`src/rtl/reset_gen_pkg.sv`:
```
// Shared definitions for the reset generator: FSM state encoding and counter sizing.
`timescale 1ns/1ps
package reset_gen_pkg;

  typedef enum logic [1:0] {
    ST_ASSERT = 2'd0,
    ST_HOLD   = 2'd1,
    ST_RUN    = 2'd2,
    ST_SOFT   = 2'd3
  } state_e;

  // The counter reaches HOLD_CYCLES at the last HOLD increment, so it must hold that value.
  function automatic int cnt_width(input int hold_cycles);
    return $clog2(hold_cycles + 1);
  endfunction

endpackage

```
`src/rtl/reset_sync.sv`:
```
// Deassertion synchronizer: cleared asynchronously, releases after STAGES clock edges.
`timescale 1ns/1ps
module reset_sync #(
  parameter int STAGES = 2
) (
  input  logic clk,
  input  logic async_reset_n,
  output logic o_sync_n
);

  logic [STAGES-1:0] r_sync;

  // Shift ones in once the board reset is released; any low pulse clears the chain.
  always_ff @(posedge clk or negedge async_reset_n) begin
    if (!async_reset_n) begin
      r_sync <= {STAGES{1'b0}};
    end else begin
      r_sync <= {r_sync[STAGES-2:0], 1'b1};
    end
  end

  assign o_sync_n = r_sync[STAGES-1];

endmodule

```
`src/rtl/reset_gen.sv`:
```
// Reset generator: async assert, synchronized and stretched deassert, plus a
// clock-synchronous soft reset that only drives the synchronous reset output.
`timescale 1ns/1ps
module reset_gen
  import reset_gen_pkg::*;
#(
  parameter int SYNC_STAGES = 2,
  parameter int HOLD_CYCLES = 16
) (
  input  logic clk,
  input  logic async_reset_n,
  input  logic i_soft_reset,
  output logic o_async_reset_n,
  output logic o_async_reset,
  output logic o_sync_reset,
  output logic o_reset_done
);

  localparam int             CW       = cnt_width(HOLD_CYCLES);
  localparam logic [CW-1:0]  CNT_LAST = CW'(HOLD_CYCLES - 1);
  localparam logic [CW-1:0]  CNT_ONE  = CW'(32'd1);
  localparam logic [CW-1:0]  CNT_ZERO = CW'(32'd0);

  state_e        r_state;
  state_e        w_next_state;
  logic [CW-1:0] r_cnt;
  logic [CW-1:0] w_next_cnt;
  logic          w_sync_n;
  logic          w_rst_n_next;
  logic          w_sync_rst_next;
  logic          w_done_next;

  reset_sync #(
    .STAGES (SYNC_STAGES)
  ) u_reset_sync (
    .clk           (clk),
    .async_reset_n (async_reset_n),
    .o_sync_n      (w_sync_n)
  );

  // Next-state, counter update and output decode from the next state.
  always_comb begin
    w_next_state = r_state;
    w_next_cnt   = r_cnt;
    case (r_state)
      ST_ASSERT: begin
        if (w_sync_n) begin
          w_next_state = ST_HOLD;
          w_next_cnt   = CNT_ZERO;
        end else begin
          w_next_state = ST_ASSERT;
        end
      end
      ST_HOLD: begin
        w_next_cnt = r_cnt + CNT_ONE;
        if (r_cnt == CNT_LAST) begin
          w_next_state = ST_RUN;
        end else begin
          w_next_state = ST_HOLD;
        end
      end
      ST_RUN: begin
        if (i_soft_reset) begin
          w_next_state = ST_SOFT;
          w_next_cnt   = CNT_ZERO;
        end else begin
          w_next_state = ST_RUN;
        end
      end
      ST_SOFT: begin
        // Counter saturates so a long request simply extends the pulse.
        if (r_cnt == CNT_LAST) begin
          if (i_soft_reset) begin
            w_next_state = ST_SOFT;
          end else begin
            w_next_state = ST_RUN;
          end
        end else begin
          w_next_cnt   = r_cnt + CNT_ONE;
          w_next_state = ST_SOFT;
        end
      end
      default: begin
        w_next_state = ST_ASSERT;
        w_next_cnt   = CNT_ZERO;
      end
    endcase

    w_rst_n_next    = (w_next_state == ST_RUN) || (w_next_state == ST_SOFT);
    w_sync_rst_next = (w_next_state != ST_RUN);
    w_done_next     = (w_next_state == ST_RUN) &&
                      ((r_state == ST_HOLD) || (r_state == ST_SOFT));
  end

  // State, counter and registered outputs; board reset forces everything asserted.
  always_ff @(posedge clk or negedge async_reset_n) begin
    if (!async_reset_n) begin
      r_state         <= ST_ASSERT;
      r_cnt           <= CNT_ZERO;
      o_async_reset_n <= 1'b0;
      o_async_reset   <= 1'b1;
      o_sync_reset    <= 1'b1;
      o_reset_done    <= 1'b0;
    end else begin
      r_state         <= w_next_state;
      r_cnt           <= w_next_cnt;
      o_async_reset_n <= w_rst_n_next;
      o_async_reset   <= ~w_rst_n_next;
      o_sync_reset    <= w_sync_rst_next;
      o_reset_done    <= w_done_next;
    end
  end

endmodule

```
`config.mk`:
```
export PLATFORM = sky130hd
export DESIGN_NAME = reset_gen
export DESIGN_NICKNAME = d
export VERILOG_FILES = /design/src/rtl/reset_gen_pkg.sv /design/src/rtl/reset_sync.sv /design/src/rtl/reset_gen.sv
export SDC_FILE = /design/constraint.sdc
export NUM_CORES = 1
export LEC_CHECK = 0
export ABC_CLOCK_PERIOD_IN_PS = 1710
export CAP_MARGIN = 20
export CORE_ASPECT_RATIO = 1.2
export CORE_UTILIZATION = 30
export CTS_CLUSTER_SIZE = 24
export DETAILED_ROUTE_END_ITERATION = 7
export GPL_ROUTABILITY_DRIVEN = 0
export SETUP_SLACK_MARGIN = 0.2
export SYNTH_ARGS = -nofsm -noshare
export SYNTH_HDL_FRONTEND = slang
export SYNTH_HIERARCHICAL = 1
export SYNTH_SLANG_ARGS = --single-unit
```
`constraint.sdc`:
```
create_clock -name clk -period 1.71 [get_ports clk]
set_input_delay 0.342 -clock clk [delete_from_list [all_inputs] [get_ports clk]]
set_output_delay 0.342 -clock clk [all_outputs]
set_load 0.02 [all_outputs]
```
# Yosys cells after proc, flatten, opt, wreduce, memory -nomap -nowiden

Index checks and enable logic that the tools add are counted.

Flip-flop bits (word level): 13
Input bits: 3
Output and inout port bits: 4

Add/sub/neg operators: 1
Equality and inequality tests: 10
Multiplexer cells: 9
Bitwise gates (word level): 1
Reductions and logical operators: 5

Operators with widths:

| cell                                                                    | number |
|---|---|
| 5-bit one-hot mux with 4 select lines                                   | 1 |
| 5-bit two-way mux                                                       | 3 |
| 2-bit == test, second input constant                                    | 4 |
| 2-bit one-hot mux with 4 select lines                                   | 1 |
| 2-bit inequality test, second input constant                            | 3 |
| 5-bit by 1-bit adder with 5-bit output, second input constant           | 1 |
| 5-bit by 4-bit == test with 1-bit output, second input constant         | 1 |
| 2-bit two-way mux                                                       | 2 |
| 3-bit AND reduction                                                     | 1 |
| 2-bit by 1-bit == test with 1-bit output, second input constant         | 1 |
| 2-bit logical NOT                                                       | 1 |
| 1-bit logical OR                                                        | 2 |
| 1-bit two-way mux                                                       | 2 |
| 2-bit by 1-bit inequality test with 1-bit output, second input constant | 1 |
| 1-bit logical AND                                                       | 1 |
| 1-bit NOT                                                               | 1 |

# Longest topological paths before layout

Gate-level depths: netlist (run 1).

Word-level depth: 6
Depth in mapped cells: 7

# By module

Netlist (run 1), hierarchy kept.

Modules (own cells, without submodules):

| module     | instances | cells each | area each (µm²) |
|---|---|---|---|
| reset_gen  | 1         | 44         | 490.5 |
| reset_sync | 1         | 3          | 53.8 |

# Worst setup path after synthesis (run 1)

No wires, ideal clock.

Kind: register -> register
Start: register r_cnt[0]
End: register r_cnt[1]
Library setup time: 121 ps
Arrival: 1563 ps
Path slack: 26 ps
Cell stages (with the launch flop): 7
Path buffers: 0
Cell sequence: dfrtp_1 -> ha_1 -> and3_1 -> ha_1 -> nand2_2 -> mux2_4 -> a22o_1

Word-level cells in the longest chain between the ends: 3
Elaborated cells on any way between the ends: 6
Those cells by class: 1 x add/sub; 2 x eq/ne; 2 x mux; 1 x reduce/logical

Ends and longest elaborated chain:

| what                                                                                               | line                                              | text |
|---|---|---|
| from (decl)                                                                                        | reset_gen.sv:26                                   | `logic [CW-1:0] r_cnt;` |
| from (signal assigned)                                                                             | reset_gen.sv:106                                  | `r_cnt <= w_next_cnt;` |
| 5-bit by 1-bit adder with 5-bit output or 5-bit by 4-bit == test with 1-bit output (tied branches) | reset_gen.sv:55, reset_gen.sv:79, reset_gen.sv:72 |  |
| 5-bit two-way mux or 2-bit inequality test (tied branches)                                         | --                                                |  |
| 5-bit one-hot mux with 4 select lines or 3-bit AND reduction (tied branches)                       | --                                                |  |

Parallel ways exist; a longest one is shown, timed or not. The select of a mux whose other input is x is not followed.
A chain may end at the register's enable or synchronous reset.

# Final worst setup path (run 1)

Ends and elaborated chain as after synthesis.

==> metrics.log, run 1 <==
[metrics] run status: completed
[metrics] top achievable clock speed: 629 MHz
[metrics] Fin. Hold Viols: 0
[metrics] count of warnings emitted by yosys: 6
[metrics] layout filler cell count: 163
[metrics] count of pins over their slew limit: 0
[metrics] Die Span X: 40.9 um
[metrics] clock share of power: 17.4%
[metrics] TritonCTS clock tree: yes
[metrics] fraction of final layout cells sized beyond drive strength 1: 29.5%
[metrics] maximum clock skew at final layout: 0.00370 ns
[metrics] number of antenna violations at the first check in global routing: 0
[metrics] kind of start point of the critical path: flip-flop
[metrics] detailed-route DRC error count: 0
[metrics] leading area contributor after synthesis: dfrtp_1
[metrics] die height: 48.7 um
[metrics] drt first-iter violations: 7
[metrics] Crit Path Max Fanout: 4
[metrics] cell at the root of the clock tree: clkbuf_4
[metrics] sum of overflow across all layers after global routing: 0
[metrics] aggregate negative setup slack: 0 ns
[metrics] top-count cell post-synth: dfrtp_1
[metrics] Row Count: 16
[metrics] Max H-tree Level: 1
[metrics] power share of the combinational group: 40.1%
[metrics] Antenna Violating Nets Remaining: 0
[metrics] family with the most delay on the worst path: flip-flops
[metrics] core outline area: 1660 um^2
[metrics] total die area: 1990 um^2
[metrics] worst endpoint required time: 1.88 ns
[metrics] # clock sinks: 13
[metrics] mean number of vias per cell: 4.96
[metrics] chain of cells forming the critical path: ha_2, and3_4, ha_4, nand2_4, mux2_4, a22o_1
[metrics] critical path data arrival time: 1.76 ns
[metrics] cell internal power dissipation: 0.743 mW
[metrics] final clock period utilization by the worst path: 93.0%
[metrics] Hold/Removal Path Class: reg2reg
[metrics] number of synthesized flops with an enable pin: 0
[metrics] vias in the first global route: 379
[metrics] wire length per cell: 12.4 um
[metrics] largest voltage drop on the vdd net: 645 uV
[metrics] effective utilization at floorplan: 32.8%
[metrics] sequential element share of the synthesized area: 60.2%
[metrics] vias post-DR: 392
[metrics] number of I/O pins: 7
[metrics] gr usage total: 12.3%
[metrics] Worst Path Class, Setup: reg2reg
[metrics] standby leakage power: 0.329 nW
[metrics] number of different library cells in the post-synthesis netlist: 20
[metrics] kind of capture point of the worst setup path: flip-flop
[metrics] gate count after technology mapping: 47
[metrics] cts bufs inserted: 3
[metrics] sequential share of power: 42.5%
[metrics] cell area after synthesis: 544 um^2
[metrics] final-stage net count: 67
[metrics] Tightest Pin Transition: 0.564 ns
[metrics] ANT cells: 0
[metrics] first-pass GRT wire length: 1680 um
[metrics] sum of buffers and inverters on the critical path: 0
[metrics] ys async rst share: 100%
[metrics] HPWL after detailed placement: 595 um
[metrics] maximum number of pins on one net before global-route repair: 14
[metrics] commonest register cell after synthesis: dfrtp_1
[metrics] most area-consuming cells after synthesis: dfrtp_1 (51%), dfstp_2 (9.7%), a22o_1 (6.4%)
[metrics] number of storage elements in the synthesis netlist: 13
[metrics] Area Overhead vs Synth: 32.6%
[metrics] Clock transition at path regs: 0.08 ns
[metrics] final-report setup violation count: 0
[metrics] Post-synth top cells: dfrtp_1 (11), nand2_1 (5), a22o_1 (4), inv_1 (4)
[metrics] slowest CP cell: dfrtp_1
[metrics] relative slew slack: 62.3%
[metrics] number of iterations in the first detailed-routing pass: 4
[metrics] post-layout minimum cycle time: 1.59 ns
[metrics] Total Power: 1.08 mW
[metrics] net switching component of the power: 0.340 mW
[metrics] setup repair after global routing missed its margin: yes
[metrics] Max clock buf depth: 2
[metrics] latest clock arrival within the worst-skew pair: 0.27 ns
[metrics] port buffer count: 6
[metrics] Final Routed Wirelength: 977 um
[metrics] Yosys top cell area share: 50.6%
[metrics] maximum capacitance violations: 0
[metrics] Net Count, Synth: 52
[metrics] Switching Fraction: 31.4%
[metrics] power density of the placed cells: 1500 nW/um^2
[metrics] Syn Area/Cell: 11.6 um^2
[metrics] Largest stage delay, worst path: 0.40 ns
-- timing repair --
item / CTS / global route
resized for setup: 4 / 5
pin swaps: 1 / 2
setup buffers: 5 / 0
hold buffers: 0 / 0
endpoints found under the setup margin: 8 / 6
-- final timing paths --
path	startpoint	to	slack [ns]	cells after the start
min in group asynchronous	async_reset_n	r_cnt[3]	0.42	1
max in group asynchronous	async_reset_n	o_sync_reset	0.91	1
worst max register to register	r_cnt[0]	r_cnt[1]	0.12	6
worst min register to register	u_reset_sync/r_sync[0]	u_reset_sync/r_sync[1]	0.36	0
worst max-delay path	r_cnt[0]	r_cnt[1]	0.12	6
worst min-delay path	u_reset_sync/r_sync[0]	u_reset_sync/r_sync[1]	0.36	0
-- metrics by stage --
step | setup slack, ns | utilization (%) | hold WS, ns | cells | instance area [um^2]
floorplan | 0.146 | - | 0.0464 | 47 | 569
global placement | 0.0904 | 38.9 | 0.333 | 70 | 647
detailed placement | 0.0862 | 38.9 | 0.337 | 70 | 647
CTS | 0.123 | 42.5 | 0.355 | 79 | 706
global route | 0.0586 | 43.4 | 0.360 | 79 | 722
finish | 0.120 | 43.4 | 0.355 | 79 | 722
-- kinds of logic after synthesis --
kind of cell | synth area share [%]
XOR/XNOR | 3.22
other | 0.689
AO/OA/AOI/OAI | 13.3
adder cells (fa/ha/maj) | 4.60
flip-flops | 60.2
AND/OR/NAND/NOR | 11.5
multiplexers | 2.76
buffers and inverters | 3.68
-- layout make-up --
cell class	count	area, um^2	share of cell area (%)
Tap cell	18	22.5	3.12
Inverter	4	15.0	2.08
Timing Repair Buffer	11	97.6	13.5
Multi-Input combinational cell	29	233	32.2
Sequential cell	13	328	45.4
Clock buffer	4	26.3	3.64
-- metal layers --
metal	up-vias	part of all wire (%)	track usage, %
met3	4	3.8	1.38
met5	-	0	0
met2	12	48	18.0
met4	0	2.6	8.33
li1	189	-	-
met1	187	45	16.3
-- power by group through the flow --
stage	combinational (mW)	clock, mW	sequential (mW)
after floorplan	0.283	0	0.456
after global placement	0.335	0	0.466
after detailed placement	0.346	0	0.469
after CTS	0.407	0.195	0.452
after global routing	0.482	0.211	0.472
final	0.434	0.188	0.460
-- state kept, by name, indices dropped and copies added, names as in the netlist --
register             count
o_async_reset            1
o_async_reset_n          1
o_reset_done             1
o_sync_reset             1
r_cnt                    5
r_state                  2
u_reset_sync/r_sync      2
-- placed cells by master, fill, tap and decap left out, types with 2 or more instances in the layout --
| master | synthesis | routed |
|---|---|---|
| dfrtp_1 | 11 | 11 |
| nand2_1 | 5 | 5 |
| inv_1 | 4 | 4 |
| a22o_1 | 4 | 4 |
| buf_4 | 0 | 4 |
| clkbuf_4 | 0 | 3 |
| dlygate4sd2_1 | 0 | 3 |
| o21ai_1 | 2 | 2 |
| xnor2_1 | 2 | 2 |
| clkdlybuf4s50_1 | 0 | 2 |
| dfstp_2 | 2 | 2 |
Note: power is estimated with default switching activity, not from simulation.
==> run 2: changes to the inputs <==
--- a/config.mk
+++ b/config.mk
@@ -7,11 +7,15 @@
 export LEC_CHECK = 0
 export ABC_CLOCK_PERIOD_IN_PS = 1710
 export CAP_MARGIN = 20
+export CELL_PAD_IN_SITES_DETAIL_PLACEMENT = 1
+export CELL_PAD_IN_SITES_GLOBAL_PLACEMENT = 1
 export CORE_ASPECT_RATIO = 1.2
 export CORE_UTILIZATION = 30
-export CTS_CLUSTER_SIZE = 24
+export CTS_CLUSTER_DIAMETER = 200
+export CTS_CLUSTER_SIZE = 40
 export DETAILED_ROUTE_END_ITERATION = 7
 export GPL_ROUTABILITY_DRIVEN = 0
+export PLACE_DENSITY_LB_ADDON = 0.1
 export SETUP_SLACK_MARGIN = 0.2
 export SYNTH_ARGS = -nofsm -noshare
 export SYNTH_HDL_FRONTEND = slang
==> run 2 against run 1 <==
Global-route usage is 3.4 points higher. Routed wire length is 25% higher. Flip-flop and latch count stayed put. Critical endpoint unchanged. Fmax is 1.6% lower. Non-clock buffer count is 2 higher. Cell area is 2.3% higher.
==> metrics.log, run 2 (synthesized netlist as in run 1, its figures left out) <==
[metrics] worst endpoint required time: 1.87 ns (about the same)
[metrics] sum of overflow across all layers after global routing: 0 (unchanged)
[metrics] post-layout minimum cycle time: 1.62 ns (+0.0261 ns)
[metrics] critical register-to-register path endpoint: r_cnt[1]
[metrics] placed standard-cell area: 647 um^2 (unchanged)
[metrics] drt first-iter violations: 1 (-6)
[metrics] biggest registers after layout: r_cnt: 5 flops, r_state: 2 flops, u_reset_sync/r_sync: 2 flops
[metrics] maximum clock skew at final layout: 0.00200 ns (-0.00170 ns)
[metrics] Tightest Pin Transition: 0.589 ns (+0.0245 ns)
[metrics] min setup slack post-route: 0.0940 ns (-0.0261 ns)
[metrics] Row Count: 16 (unchanged)
[metrics] count of pins over their slew limit: 0 (unchanged)
[metrics] aggregate negative setup slack: 0 ns (unchanged)
[metrics] cts bufs inserted: 3 (unchanged)
[metrics] chain of cells forming the critical path: ha_2, and3_4, ha_4, nand2_4, mux2_4, a22o_1
[metrics] final non-filler cell area: 738 um^2 (+2.3%)
[metrics] detailed-route DRC error count: 0 (unchanged)
[metrics] power density of the placed cells: 1500 nW/um^2 (about the same)
[metrics] port buffer count: 6 (unchanged)
[metrics] number of iterations in the first detailed-routing pass: 4 (unchanged)
[metrics] HPWL after detailed placement: 831 um (+40%)
[metrics] effective utilization at floorplan: 32.8% (unchanged)
[metrics] die height: 48.7 um (unchanged)
[metrics] Most flops, register: r_cnt
[metrics] Clock transition at path regs: 0.07 ns (about the same)
[metrics] wire length per cell: 15.0 um (+22%)
[metrics] kind of capture point of the worst setup path: flip-flop
[metrics] run status: completed
[metrics] Area Overhead vs Synth: 35.6%
[metrics] critical path data arrival time: 1.77 ns (about the same)
[metrics] gr usage total: 15.7% (+3.4 points)
[metrics] Worst Path Class, Setup: reg2reg
[metrics] final-report setup violation count: 0 (unchanged)
[metrics] maximum number of pins on one net before global-route repair: 14 (unchanged)
[metrics] standby leakage power: 0.335 nW (+1.8%)
[metrics] hold slack: 0.370 ns (+0.0152 ns)
[metrics] Hold/Removal Path Class: reg2reg
[metrics] vias in the first global route: 432 (+14%)
[metrics] mean number of vias per cell: 4.96 (about the same)
[metrics] fraction of final layout cells sized beyond drive strength 1: 34.9% (+5.4 points)
[metrics] Final Routed Wirelength: 1220 um (+25%)
[metrics] largest voltage drop on the vdd net: 518 uV (-20%)
[metrics] core outline area: 1660 um^2 (unchanged)
[metrics] Largest stage delay, worst path: 0.39 ns (about the same)
[metrics] maximum capacitance violations: 0 (unchanged)
[metrics] Max H-tree Level: 1 (unchanged)
[metrics] most frequent standard cell in the layout excluding fill and tap cells: dfrtp_1
[metrics] final-stage net count: 69 (+3.0%)
[metrics] setup repair after global routing missed its margin: yes
[metrics] number of I/O pins: 7 (unchanged)
[metrics] Fin. Hold Viols: 0 (unchanged)
[metrics] Die Span X: 40.9 um (unchanged)
[metrics] hold buffer count at CTS: 0 (unchanged)
[metrics] Antenna Violating Nets Remaining: 0 (unchanged)
[metrics] max FFs per register: 5 (unchanged)
[metrics] ANT cells: 0 (unchanged)
[metrics] hold worst-path end: u_reset_sync/r_sync[1]
[metrics] relative slew slack: 60.6% (-1.6 points)
[metrics] Max clock buf depth: 2 (unchanged)
[metrics] reg-to-reg slack, setup: 0.09 ns (-0.03 ns)
[metrics] Crit Path Max Fanout: 4 (unchanged)
[metrics] kind of start point of the critical path: flip-flop
[metrics] # clock sinks: 13 (unchanged)
[metrics] depth of the worst register-to-register path: 6 (unchanged)
[metrics] cell at the root of the clock tree: clkbuf_4
[metrics] worst flop-to-flop path startpoint: r_cnt[1]
[metrics] hold path depth: 0 (unchanged)
[metrics] vias post-DR: 402 (+2.6%)
[metrics] final clock period utilization by the worst path: 94.5% (+1.5 points)
[metrics] commonest cells after routing, fill and taps aside: dfrtp_1 (11), buf_4 (6)
[metrics] slowest CP cell: dfrtp_1
[metrics] start point of the worst hold path: u_reset_sync/r_sync[0]
[metrics] number of antenna violations at the first check in global routing: 0 (unchanged)
[metrics] total die area: 1990 um^2 (unchanged)
[metrics] TritonCTS clock tree: yes
[metrics] first-pass GRT wire length: 2020 um (+21%)
[metrics] post-placement worst setup slack: 0.0527 ns (-0.0336 ns)
[metrics] latest clock arrival within the worst-skew pair: 0.27 ns (about the same)
[metrics] top achievable clock speed: 619 MHz (-1.6%)
run 2: changes by cell type in the layout (fill, tap and decap cells not counted):
cell             change
and3_1               -1
and3_4               +1
buf_4                +2
clkdlybuf4s15_1      -1
dlygate4sd2_1        +1
nand2_1              -1
nand2_2              +1
nor2_2               +1
nor2_4               -1
o21ai_0              -1
o21ai_1              +1
run 2: area by class of cell:
type                       instances  area [um^2]
sequential                        13          328
multi-input combinational         29          235
clock buffer                       4         26.3
tap                               18         22.5
inverter                           4         15.0
timing repair buffer              13          111
fill                             205          923
run 2: worst max path at each step:
| stage | start | depth (start not counted) | slack, ns | endpoint |
|---|---|---|---|---|
| 2_1_floorplan | r_cnt[1] | 6 | 0.15 | r_cnt[1] |
| 3_3_place_gp | r_cnt[0] | 6 | 0.09 | r_cnt[1] |
| 3_5_place_dp | r_cnt[1] | 6 | 0.05 | r_cnt[1] |
| 4_1_cts | r_cnt[1] | 6 | 0.10 | r_cnt[1] |
| 5_1_grt | r_cnt[1] | 6 | 0.04 | r_cnt[1] |
| 6_report | r_cnt[1] | 6 | 0.09 | r_cnt[1] |
run 2: power breakdown:
group	total (mW)	internal [mW]	switching, mW
registers	0.460	0.389	0.0713
clock network	0.183	0.0903	0.0929
logic	0.464	0.278	0.186
total	1.11	0.757	0.350
run 2: critical path: cells and delay by family, from the launching register on:
| family | cells | cell delay [ns] |
|---|---|---|
| compound gates | 1 | 0.22 |
| flops | 1 | 0.39 |
| simple gates | 2 | 0.23 |
| mux | 1 | 0.30 |
| fa+ha+maj | 2 | 0.37 |
run 2: what timing repair did:
item                       in CTS  in global routing
setup endpoints to repair       8                  7
resized for setup               5                  5
setup buffers                   6                  1
gates cloned                    0                  0
pin swaps                       3                  1
run 2: routing by layer:
metal / vias up / wire [um] / global-route usage, %
li1: 188 / - / -
met1: 209 / 486 / 17.5
met2: 3 / 700 / 25.3
met3: 2 / 23 / 2.75
met4: 0 / 9 / 10.0
met5: - / 0 / 0
run 2: through the flow:
step	util, %	instances	power [mW]
finish	44.4	81	1.11
global route	44.4	81	1.19
CTS	43.1	80	1.10
detailed placement	38.9	70	0.843
global placement	38.9	70	0.805
floorplan	-	47	0.738
==> run 3: changes to the inputs <==
--- a/config.mk
+++ b/config.mk
@@ -5,7 +5,7 @@
 export SDC_FILE = /design/constraint.sdc
 export NUM_CORES = 1
 export LEC_CHECK = 0
-export ABC_CLOCK_PERIOD_IN_PS = 1710
+export ABC_CLOCK_PERIOD_IN_PS = 1800
 export CAP_MARGIN = 20
 export CELL_PAD_IN_SITES_DETAIL_PLACEMENT = 1
 export CELL_PAD_IN_SITES_GLOBAL_PLACEMENT = 1
@@ -16,6 +16,7 @@
 export DETAILED_ROUTE_END_ITERATION = 7
 export GPL_ROUTABILITY_DRIVEN = 0
 export PLACE_DENSITY_LB_ADDON = 0.1
+export REMOVE_ABC_BUFFERS = 1
 export SETUP_SLACK_MARGIN = 0.2
 export SYNTH_ARGS = -nofsm -noshare
 export SYNTH_HDL_FRONTEND = slang
==> constraint.sdc (replaced) <==
create_clock -name clk -period 1.8 [get_ports clk]
set_input_delay 0.36 -clock clk [delete_from_list [all_inputs] [get_ports clk]]
set_output_delay 0.36 -clock clk [all_outputs]
set_load 0.02 [all_outputs]
==> run 3 against run 2 <==
Non-clock buffer count shrank 1. Utilization grew 0.60 points. Clock power shrank 5%. Critical path depth is the same. Worst setup slack gained 0.10 ns. Count of clock-buffer cells in the layout is the same. Critical path type unchanged. Highest routed layer unchanged.
==> metrics.log, run 3 (synthesized netlist as in run 1, its figures left out) <==
[metrics] critical path data arrival time: 1.76 ns (about the same)
[metrics] Largest stage delay, worst path: 0.42 ns (+0.03 ns)
[metrics] min setup slack post-route: 0.198 ns (+0.104 ns)
[metrics] vias in the first global route: 423 (-2.1%)
[metrics] Most flops, register: r_cnt
[metrics] Fin. Hold Viols: 0 (unchanged)
[metrics] Clock transition at path regs: 0.07 ns (about the same)
[metrics] Area Overhead vs Synth: 37.5%
[metrics] final clock period utilization by the worst path: 89.0% (-5.5 points)
[metrics] mean number of vias per cell: 4.81 (-3.0%)
[metrics] critical register-to-register path endpoint: r_cnt[1]
[metrics] total die area: 1990 um^2 (unchanged)
[metrics] TritonCTS clock tree: yes
[metrics] final cell utilization of the core: 45.0% (+0.60 points)
[metrics] Row Count: 16 (unchanged)
[metrics] core outline area: 1660 um^2 (unchanged)
[metrics] Crit Path Max Fanout: 4 (unchanged)
[metrics] start point of the worst hold path: u_reset_sync/r_sync[0]
[metrics] ANT cells: 0 (unchanged)
[metrics] Tightest Pin Transition: 0.570 ns (-0.0188 ns)
[metrics] most frequent standard cell in the layout excluding fill and tap cells: dfrtp_1
[metrics] post-layout minimum cycle time: 1.60 ns (-0.0140 ns)
[metrics] Final Routed Wirelength: 1050 um (-14%)
[metrics] top achievable clock speed: 624 MHz (+0.87%)
[metrics] sum of overflow across all layers after global routing: 0 (unchanged)
[metrics] Antenna Violating Nets Remaining: 0 (unchanged)
[metrics] count of pins over their slew limit: 0 (unchanged)
[metrics] post-placement worst setup slack: 0.0378 ns (-0.0149 ns)
[metrics] aggregate negative setup slack: 0 ns (unchanged)
[metrics] # clock sinks: 13 (unchanged)
[metrics] Total Power: 1.05 mW (-5.0%)
[metrics] standby leakage power: 0.350 nW (+4.8%)
[metrics] Die Span X: 40.9 um (unchanged)
[metrics] reg-to-reg slack, setup: 0.20 ns (+0.10 ns)
[metrics] maximum capacitance violations: 0 (unchanged)
[metrics] slowest CP cell: dfrtp_1
[metrics] die height: 48.7 um (unchanged)
[metrics] HPWL after detailed placement: 780 um (-6.1%)
[metrics] number of antenna violations at the first check in global routing: 0 (unchanged)
[metrics] hold buffer count at CTS: 0 (unchanged)
[metrics] hold path depth: 0 (unchanged)
[metrics] number of iterations in the first detailed-routing pass: 2 (-2)
[metrics] FF/Latch Area: 328 um^2 (unchanged)
[metrics] layout filler cell count: 190 (-7.3%)
[metrics] number of I/O pins: 7 (unchanged)
[metrics] max FFs per register: 5 (unchanged)
[metrics] first-pass GRT wire length: 1900 um (-5.8%)
[metrics] drt first-iter violations: 15 (+14)
[metrics] kind of capture point of the worst setup path: flip-flop
[metrics] wire length per cell: 13.1 um (-13%)
[metrics] vias post-DR: 385 (-4.2%)
[metrics] final-report setup violation count: 0 (unchanged)
[metrics] Max H-tree Level: 1 (unchanged)
[metrics] effective utilization at floorplan: 32.8% (unchanged)
[metrics] maximum number of pins on one net before global-route repair: 14 (unchanged)
[metrics] Max clock buf depth: 2 (unchanged)
[metrics] setup repair after global routing missed its margin: yes
[metrics] combined area of the multi-input logic cells: 248 um^2 (+5.3%)
[metrics] power density of the placed cells: 1410 nW/um^2 (-6.2%)
[metrics] port buffer count: 6 (unchanged)
[metrics] cts bufs inserted: 3 (unchanged)
[metrics] fraction of final layout cells sized beyond drive strength 1: 32.3% (-2.7 points)
[metrics] cell type with the highest occurrence count on the critical path: ha_4
[metrics] largest voltage drop on the vdd net: 570 uV (+10%)
[metrics] hold slack: 0.365 ns (-0.00494 ns)
[metrics] worst endpoint required time: 1.96 ns (+0.09 ns)
[metrics] gr usage total: 14.0% (-1.6 points)
[metrics] Worst Path Class, Setup: reg2reg
[metrics] cell at the root of the clock tree: clkbuf_4
[metrics] detailed-route DRC error count: 0 (unchanged)
[metrics] depth of the worst register-to-register path: 6 (unchanged)
[metrics] worst flop-to-flop path startpoint: r_cnt[0]
[metrics] relative slew slack: 61.9% (+1.3 points)
[metrics] chain of cells forming the critical path: ha_4, and3_4, ha_4, nand2_4, mux2_4, a22o_1
[metrics] Hold/Removal Path Class: reg2reg
[metrics] run status: completed
[metrics] latest clock arrival within the worst-skew pair: 0.27 ns (about the same)
[metrics] biggest registers after layout: r_cnt: 5 flops, r_state: 2 flops, u_reset_sync/r_sync: 2 flops
[metrics] maximum clock skew at final layout: 0.00248 ns (+0.000482 ns)
[metrics] kind of start point of the critical path: flip-flop
[metrics] final-stage net count: 68 (-1.4%)
[metrics] commonest cells after routing, fill and taps aside: dfrtp_1 (11), buf_4 (5), inv_1 (4), nand2_1 (4), a22o_1 (4)
[metrics] hold worst-path end: u_reset_sync/r_sync[1]
-- run 3: cell count changes in the layout (fill, tap and decap cells not counted), sizes merged --
cell,before,now
dlymetal6s2s,0,1
dlygate4sd2,4,2
buf,7,6
clkdlybuf4s50,2,3
-- run 3: cell type report --
cell class | instances | share of cell area [%]
clock buffers | 4 | 3.51
inverters | 4 | 2.01
multi-input cells | 29 | 33.1
well taps | 18 | 3.01
flip-flops and latches | 13 | 43.8
repair buffers | 12 | 14.5
-- run 3: what timing repair did --
action	in CTS	in global routing
setup buffers	3	1
pin swaps	3	3
resized for setup	8	7
endpoints found under the setup margin	10	7
-- run 3: through the flow --
step                      instance area [um^2]  instances
final                                      748         80
after global routing                       748         80
after CTS                                  712         79
after detailed placement                   637         72
after global placement                     637         72
after floorplan                            539         46
-- run 3: worst max-delay path by stage --
stage | endpoint | slack [ns] | cells after the start | from
floorplan | r_cnt[1] | 0.12 | 6 | r_cnt[0]
global placement | r_cnt[1] | 0.08 | 6 | r_cnt[0]
detailed placement | o_reset_done | 0.04 | 8 | r_cnt[0]
CTS | r_cnt[1] | 0.20 | 6 | r_cnt[1]
global route | r_cnt[1] | 0.14 | 6 | r_cnt[0]
finish | r_cnt[1] | 0.20 | 6 | r_cnt[0]
-- run 3: power breakdown --
part | leakage (nW) | switching, mW | internal, mW | total [mW]
clock network | 0.0150 | 0.0877 | 0.0859 | 0.174
logic | 0.192 | 0.170 | 0.263 | 0.433
registers | 0.143 | 0.0759 | 0.369 | 0.445
-- run 3: worst max-delay path, delay by kind of cell (launching register included) --
kind,cells,cell delay (ns)
compound gates,1,0.20
fa+ha+maj,2,0.34
flops,1,0.42
mux,1,0.30
simple gates,2,0.24
-- run 3: layer usage --
metal | vias up | track usage (%) | share of wire, %
met5 | - | 0 | 0
met4 | 0 | 6.67 | 2.4
met3 | 2 | 2.75 | 2.4
met2 | 6 | 22.7 | 56
met1 | 191 | 16.7 | 39
li1 | 186 | - | -
